[src/rtl/controller.sv]
// Multi-cycle fetch/decode/execute control FSM for a small accumulator-style CPU.
// All strobes are combinational from the current state, the opcode and the ALU flags.
// Only the control lives here; the datapath is outside this module.
module controller (
  input  logic       clk,
  input  logic       rst,
  input  logic       en,
  input  logic [3:0] opcode,
  input  logic       za,
  input  logic       zb,
  input  logic       eq,
  input  logic       gt,
  input  logic       lt,
  output logic       loadA,
  output logic       loadB,
  output logic       loadC,
  output logic       loadIR,
  output logic       loadPC,
  output logic       incPC,
  output logic       mode,
  output logic       we_DM,
  output logic       selA,
  output logic       selB
);

  typedef enum logic [1:0] {
    StFetch   = 2'd0,
    StDecode  = 2'd1,
    StExecute = 2'd2,
    StHalt    = 2'd3
  } state_e;

  localparam logic [3:0] OpAdd  = 4'b0000;
  localparam logic [3:0] OpSub  = 4'b0001;
  localparam logic [3:0] OpLda  = 4'b0010;
  localparam logic [3:0] OpLdb  = 4'b0011;
  localparam logic [3:0] OpLdai = 4'b0100;
  localparam logic [3:0] OpLdbi = 4'b0101;
  localparam logic [3:0] OpStc  = 4'b0110;
  localparam logic [3:0] OpCmp  = 4'b0111;
  localparam logic [3:0] OpJmp  = 4'b1000;
  localparam logic [3:0] OpJza  = 4'b1001;
  localparam logic [3:0] OpJzb  = 4'b1010;
  localparam logic [3:0] OpJeq  = 4'b1011;
  localparam logic [3:0] OpJgt  = 4'b1100;
  localparam logic [3:0] OpJlt  = 4'b1101;
  localparam logic [3:0] OpHalt = 4'b1111;

  state_e state_q, state_d;

  // State register: reset wins over enable; disabled cycles hold the state.
  always_ff @(posedge clk) begin
    if (rst) begin
      state_q <= StFetch;
    end else if (en) begin
      state_q <= state_d;
    end
  end

  // Next state and strobe decode; every strobe is low while in reset or disabled.
  always_comb begin
    state_d = state_q;
    loadA   = 1'b0;
    loadB   = 1'b0;
    loadC   = 1'b0;
    loadIR  = 1'b0;
    loadPC  = 1'b0;
    incPC   = 1'b0;
    mode    = 1'b0;
    we_DM   = 1'b0;
    selA    = 1'b0;
    selB    = 1'b0;

    unique case (state_q)
      StFetch:   state_d = StDecode;
      StDecode:  state_d = StExecute;
      StExecute: state_d = (opcode == OpHalt) ? StHalt : StFetch;
      StHalt:    state_d = StHalt;
      default:   state_d = StFetch;
    endcase

    if (!rst && en) begin
      case (state_q)
        StFetch: begin
          loadIR = 1'b1;
          incPC  = 1'b1;
        end
        StExecute: begin
          case (opcode)
            OpAdd:  loadC = 1'b1;
            OpSub: begin
              mode  = 1'b1;
              loadC = 1'b1;
            end
            OpLda: begin
              selA  = 1'b1;
              loadA = 1'b1;
            end
            OpLdb: begin
              selB  = 1'b1;
              loadB = 1'b1;
            end
            OpLdai: loadA  = 1'b1;
            OpLdbi: loadB  = 1'b1;
            OpStc:  we_DM  = 1'b1;
            OpCmp:  mode   = 1'b1;
            OpJmp:  loadPC = 1'b1;
            OpJza:  loadPC = za;
            OpJzb:  loadPC = zb;
            OpJeq:  loadPC = eq;
            OpJgt:  loadPC = gt;
            OpJlt:  loadPC = lt;
            default: ;  // NOP and HALT drive nothing
          endcase
        end
        default: ;  // DECODE and HALT drive nothing
      endcase
    end
  end

endmodule

[config.mk]
export PLATFORM = sky130hd
export DESIGN_NAME = controller
export DESIGN_NICKNAME = d
export VERILOG_FILES = /design/src/rtl/controller.sv
export SDC_FILE = /design/constraint.sdc
export NUM_CORES = 1
export LEC_CHECK = 0
export CAP_MARGIN = 20
export CORE_AREA = 8 8 45 47
export DETAILED_ROUTE_END_ITERATION = 12
export DIE_AREA = 0 0 53 55
export PLACE_DENSITY_LB_ADDON = 0.05
export SLEW_MARGIN = 30
export SYNTH_ARGS = -nofsm -noshare
export SYNTH_HDL_FRONTEND = slang
export SYNTH_SLANG_ARGS = --single-unit
[constraint.sdc]
create_clock -name clk -period 1.4 [get_ports clk]
set_clock_uncertainty 0.2 [all_clocks]
set_input_delay 0.28 -clock clk [delete_from_list [all_inputs] [get_ports clk]]
set_output_delay 0.28 -clock clk [all_outputs]
set_load 0.05 [all_outputs]
After elaboration in Yosys (flattened, before gate mapping). Cells that the tools add are included.

Multiplexer cells: 28. Equality and inequality tests: 17. Reduce and logical (&&, ||, !) cells: 8.

Operator list (count): equality test 4 bit, second input constant (7); two-way mux 1 bit (25); equality test 4 x 3 -> 1 bit, second input constant (4); equality test 4 x 2 -> 1 bit, second input constant (2); case mux 2 bit (4 select lines) (1); OR reduction 2 bit (4); case mux 1 bit (6 select lines) (1); equality test 2 bit, second input constant (2); equality test 4 x 1 -> 1 bit, second input constant (1); logical NOT 4 bit (1); equality test 2 x 1 -> 1 bit, second input constant (1); logical NOT 2 bit (1); two-way mux 2 bit (1); logical AND 1 bit (1); logical NOT 1 bit (1).

Word-level logic and storage cells: 54. Flip-flop bits (word level): 2.

Depth between registers and ports, before layout.
Depth after elaboration: 5. Mapped depth: 4. Depth with buffers taken out: 3.

Least setup slack after synthesis. No wires, ideal clock.

Path kind: reg2out. From: reg state_q[0]. To: out loadIR. Data arrival time: 2.501 ns. Cell stages (with the launch flop): 3. Path buffers: 1. Data required time: 0.920 ns. Slack: -1.581 ns. Path through: dfxtp_1 nor4b_1 buf_4.

Cells in the longest elaborated chain, start to end: 3.

RTL lines: start, declared (line 49) `state_e state_q, state_d;`; start signal, assigned (line 54) `state_q <= StFetch;`; start signal, assigned (line 56) `state_q <= state_d;`; logical NOT 2 bit; two-way mux 1 bit (2 in a row); end, declared (line 17) `output logic loadIR,`.

Every way passes these cells.

Final worst setup path.
From: reg state_q[0]. To: out loadB.

Cells in the longest elaborated chain, start to end: 3.

RTL lines: equality test 2 bit (line 83) `case (state_q)`; two-way mux 1 bit (line 83); two-way mux 1 bit (line 82) `if (!rst && en) begin`; end, declared (line 15) `output logic loadB,`.

Every way passes these cells.

==> results.md <==
- Post-CTS Hold Fix Bufs: 0
- Slew Limit Fails: 0
- Max reg flops: 2
- Clk buf depth: 2
- Final setup fails: 10
- Largest net degree at the start of global routing: 9
- Final period utilization: 1.375
- Vias post-DR: 393
- Tmin final: 1.925 ns
- CP Launch Type: register
- Remaining Overflow, GRT: 0
- # rows: 14
- Commonest non-fill, non-tap cell in the layout: buf_4
- Synth Instances: 34
- Nets: 84
- Vias in the first global route: 425
- Data required time of the critical path: 0.92 ns
- Total power: 350.9 uW
- Vias per inst: 4.570
- GRT Total Usage: 0.07928
- Worst Path Max Fanout: 6
- Predominant post-synthesis flop cell: dfxtp_1
- TritonRoute pass-1 iters: 1
- Syn_nets: 46
- Distinct cells, synth: 24
- Hpwl dp: 942 microns
- Fraction of layout cells with a size suffix above 1: 0.7143
- Initial antenna violation count: 0
- CP Capture Type: output pin
- H-Tree Depth: 1
- Status: finished with violations
- Endpoints failing hold: 0
- First-pass GRT wire length: 1759 microns
- Die width: 53 microns
- I/O Pins: 22
- Final worst slack: -0.5246 ns
- Antenna cell count: 0
- Fmax: 0.5196 GHz
- Reg clk slew, reported paths: 0.03 ns
- WHS: 0.2695 ns
- Detailed Route Iter0 Violations: 0
- DR WL/cell: 12.85 microns
- Initial Utilization: 0.1926
- Worst slew pin tran: 0.3279 ns
- Post-synth EDFFs: 0
- CTS tree: built
- Asr flop ratio synth: 0
- Total die area: 2915 sq um
- Mapped Area: 266.5 sq um
- GPL Wtd Cong: 0.7187
- Most frequent cells in the layout: 12 x buf_4, 10 x buf_12, 4 x dlymetal6s2s_1, 4 x buf_6
- Final ANT Viol Nets: 0
- Max_cap viols: 0
- VDD IR max: 0.0005129 V
- Syn avg cell area: 7.838 sq um
- Pwr Density: 408.8 nW/um^2
- IO buf count: 21
- TritonCTS Buffers: 3
- Failing checks: negative setup slack
- Yosys reg bits: 2
- Clock Tree Root: clkbuf_4
- RSZ-0062 raised after global routing: true
- WS Path Type: register to output pin
- Clock sink count: 2
- Most flop-heavy register: state_q
- Biggest regs: state_q: 2 flops
- Clock latency at the later pin of the worst-skew pair: 0.21 ns
- Critical path arrival: 1.44 ns
- Worst hold path type: input pin to register
- P_leak: 0.3782 nW
- DRC viols: 0
- Register area share after synthesis: 0.1502
- Synth warn: 0
- Rel. slew slack: 0.7808
- DIE HEIGHT: 55 microns
- Syn-to-layout area delta: 222.1%
- Core area: 1384 sq um
- Detailed-route wire length: 1105 microns
## final timing paths
path	slack, ns	from	depth (start not counted)	to
max	-0.52	state_q[0]$_SDFFE_PP0P_	5	loadB
max reg2reg	0.32	state_q[0]$_SDFFE_PP0P_	3	state_q[1]$_SDFFE_PP0P_
min	0.27	rst	3	state_q[1]$_SDFFE_PP0P_
min reg2reg	0.43	state_q[0]$_SDFFE_PP0P_	2	state_q[0]$_SDFFE_PP0P_
## what timing repair did
item	in CTS	in global routing
gates cloned	0	0
gates resized for setup	19	12
pin swaps	9	11
endpoints found under the setup margin	12	12
setup buffers	5	0
endpoints found under the hold margin	0	0
## layout make-up
cell class,instances,area [sq um]
tap,16,20.02
timing repair buffer,37,439.2
fill,111,525.5
clock buffer,3,22.52
multi-input combinational,27,330.3
inverter,1,3.754
sequential,2,42.54
## stage by stage
stage	area [sq um]	utilization	worst slack, ns	instances	TNS [ns]
3_3_place_gp	750.7	0.5425	-0.7718	79	-7.305
5_1_grt	858.3	0.6203	-0.5805	86	-4.763
6_report	858.3	0.6203	-0.5246	86	-4.339
4_1_cts	854.6	0.6175	-0.5639	86	-4.689
2_1_floorplan	374.1	-	-0.5438	34	-3.701
3_5_place_dp	750.7	0.5425	-0.8181	79	-7.809
## critical path: stages, from the launching register on
cell and delay (ns):
dfxtp_2 0.30, and4bb_2 0.34, nand2b_4 0.10, buf_6 0.13, nor3b_4 0.20, buf_12 0.16
## power by group
group | leakage, nW | switching, mW | internal [mW]
Clock | 0.0138 | 0.0256 | 0.0940
Combinational | 0.347 | 0.0781 | 0.0898
Sequential | 0.0172 | 0.00140 | 0.0620
Total | 0.378 | 0.105 | 0.246
## layer usage
layer / part of all wire / track usage / vias up
li1: - / - / 202
met3: 0.078 / 0.02674 / 0
met4: 0 / 0.02586 / 0
met2: 0.57 / 0.1523 / 11
met1: 0.35 / 0.07763 / 180
met5: 0 / 0 / -
## logic make-up (layout without fill, tap and decap cells)
| kind of cell | count (synthesis) | after routing | share of synthesized area |
|---|---|---|---|
| xor gates and xnor gates | 1 | 1 | 0.03287 |
| buffers and inverters | 5 | 41 | 0.1221 |
| and+or+nand+nor | 19 | 19 | 0.4742 |
| DFF | 2 | 2 | 0.1502 |
| AOI/OAI and AO/OA | 6 | 6 | 0.1831 |
| muxes | 1 | 1 | 0.03756 |
## synthesized netlist by cell type (all sizes together), types with 2 or more instances
master	instances	area [sq um]
dfxtp	2	40.04
nor2	3	11.26
buf	4	28.78
nor4b	3	32.53
nor3	3	15.01
nand2	4	15.01
Note: power is estimated with default switching activity, not from simulation.
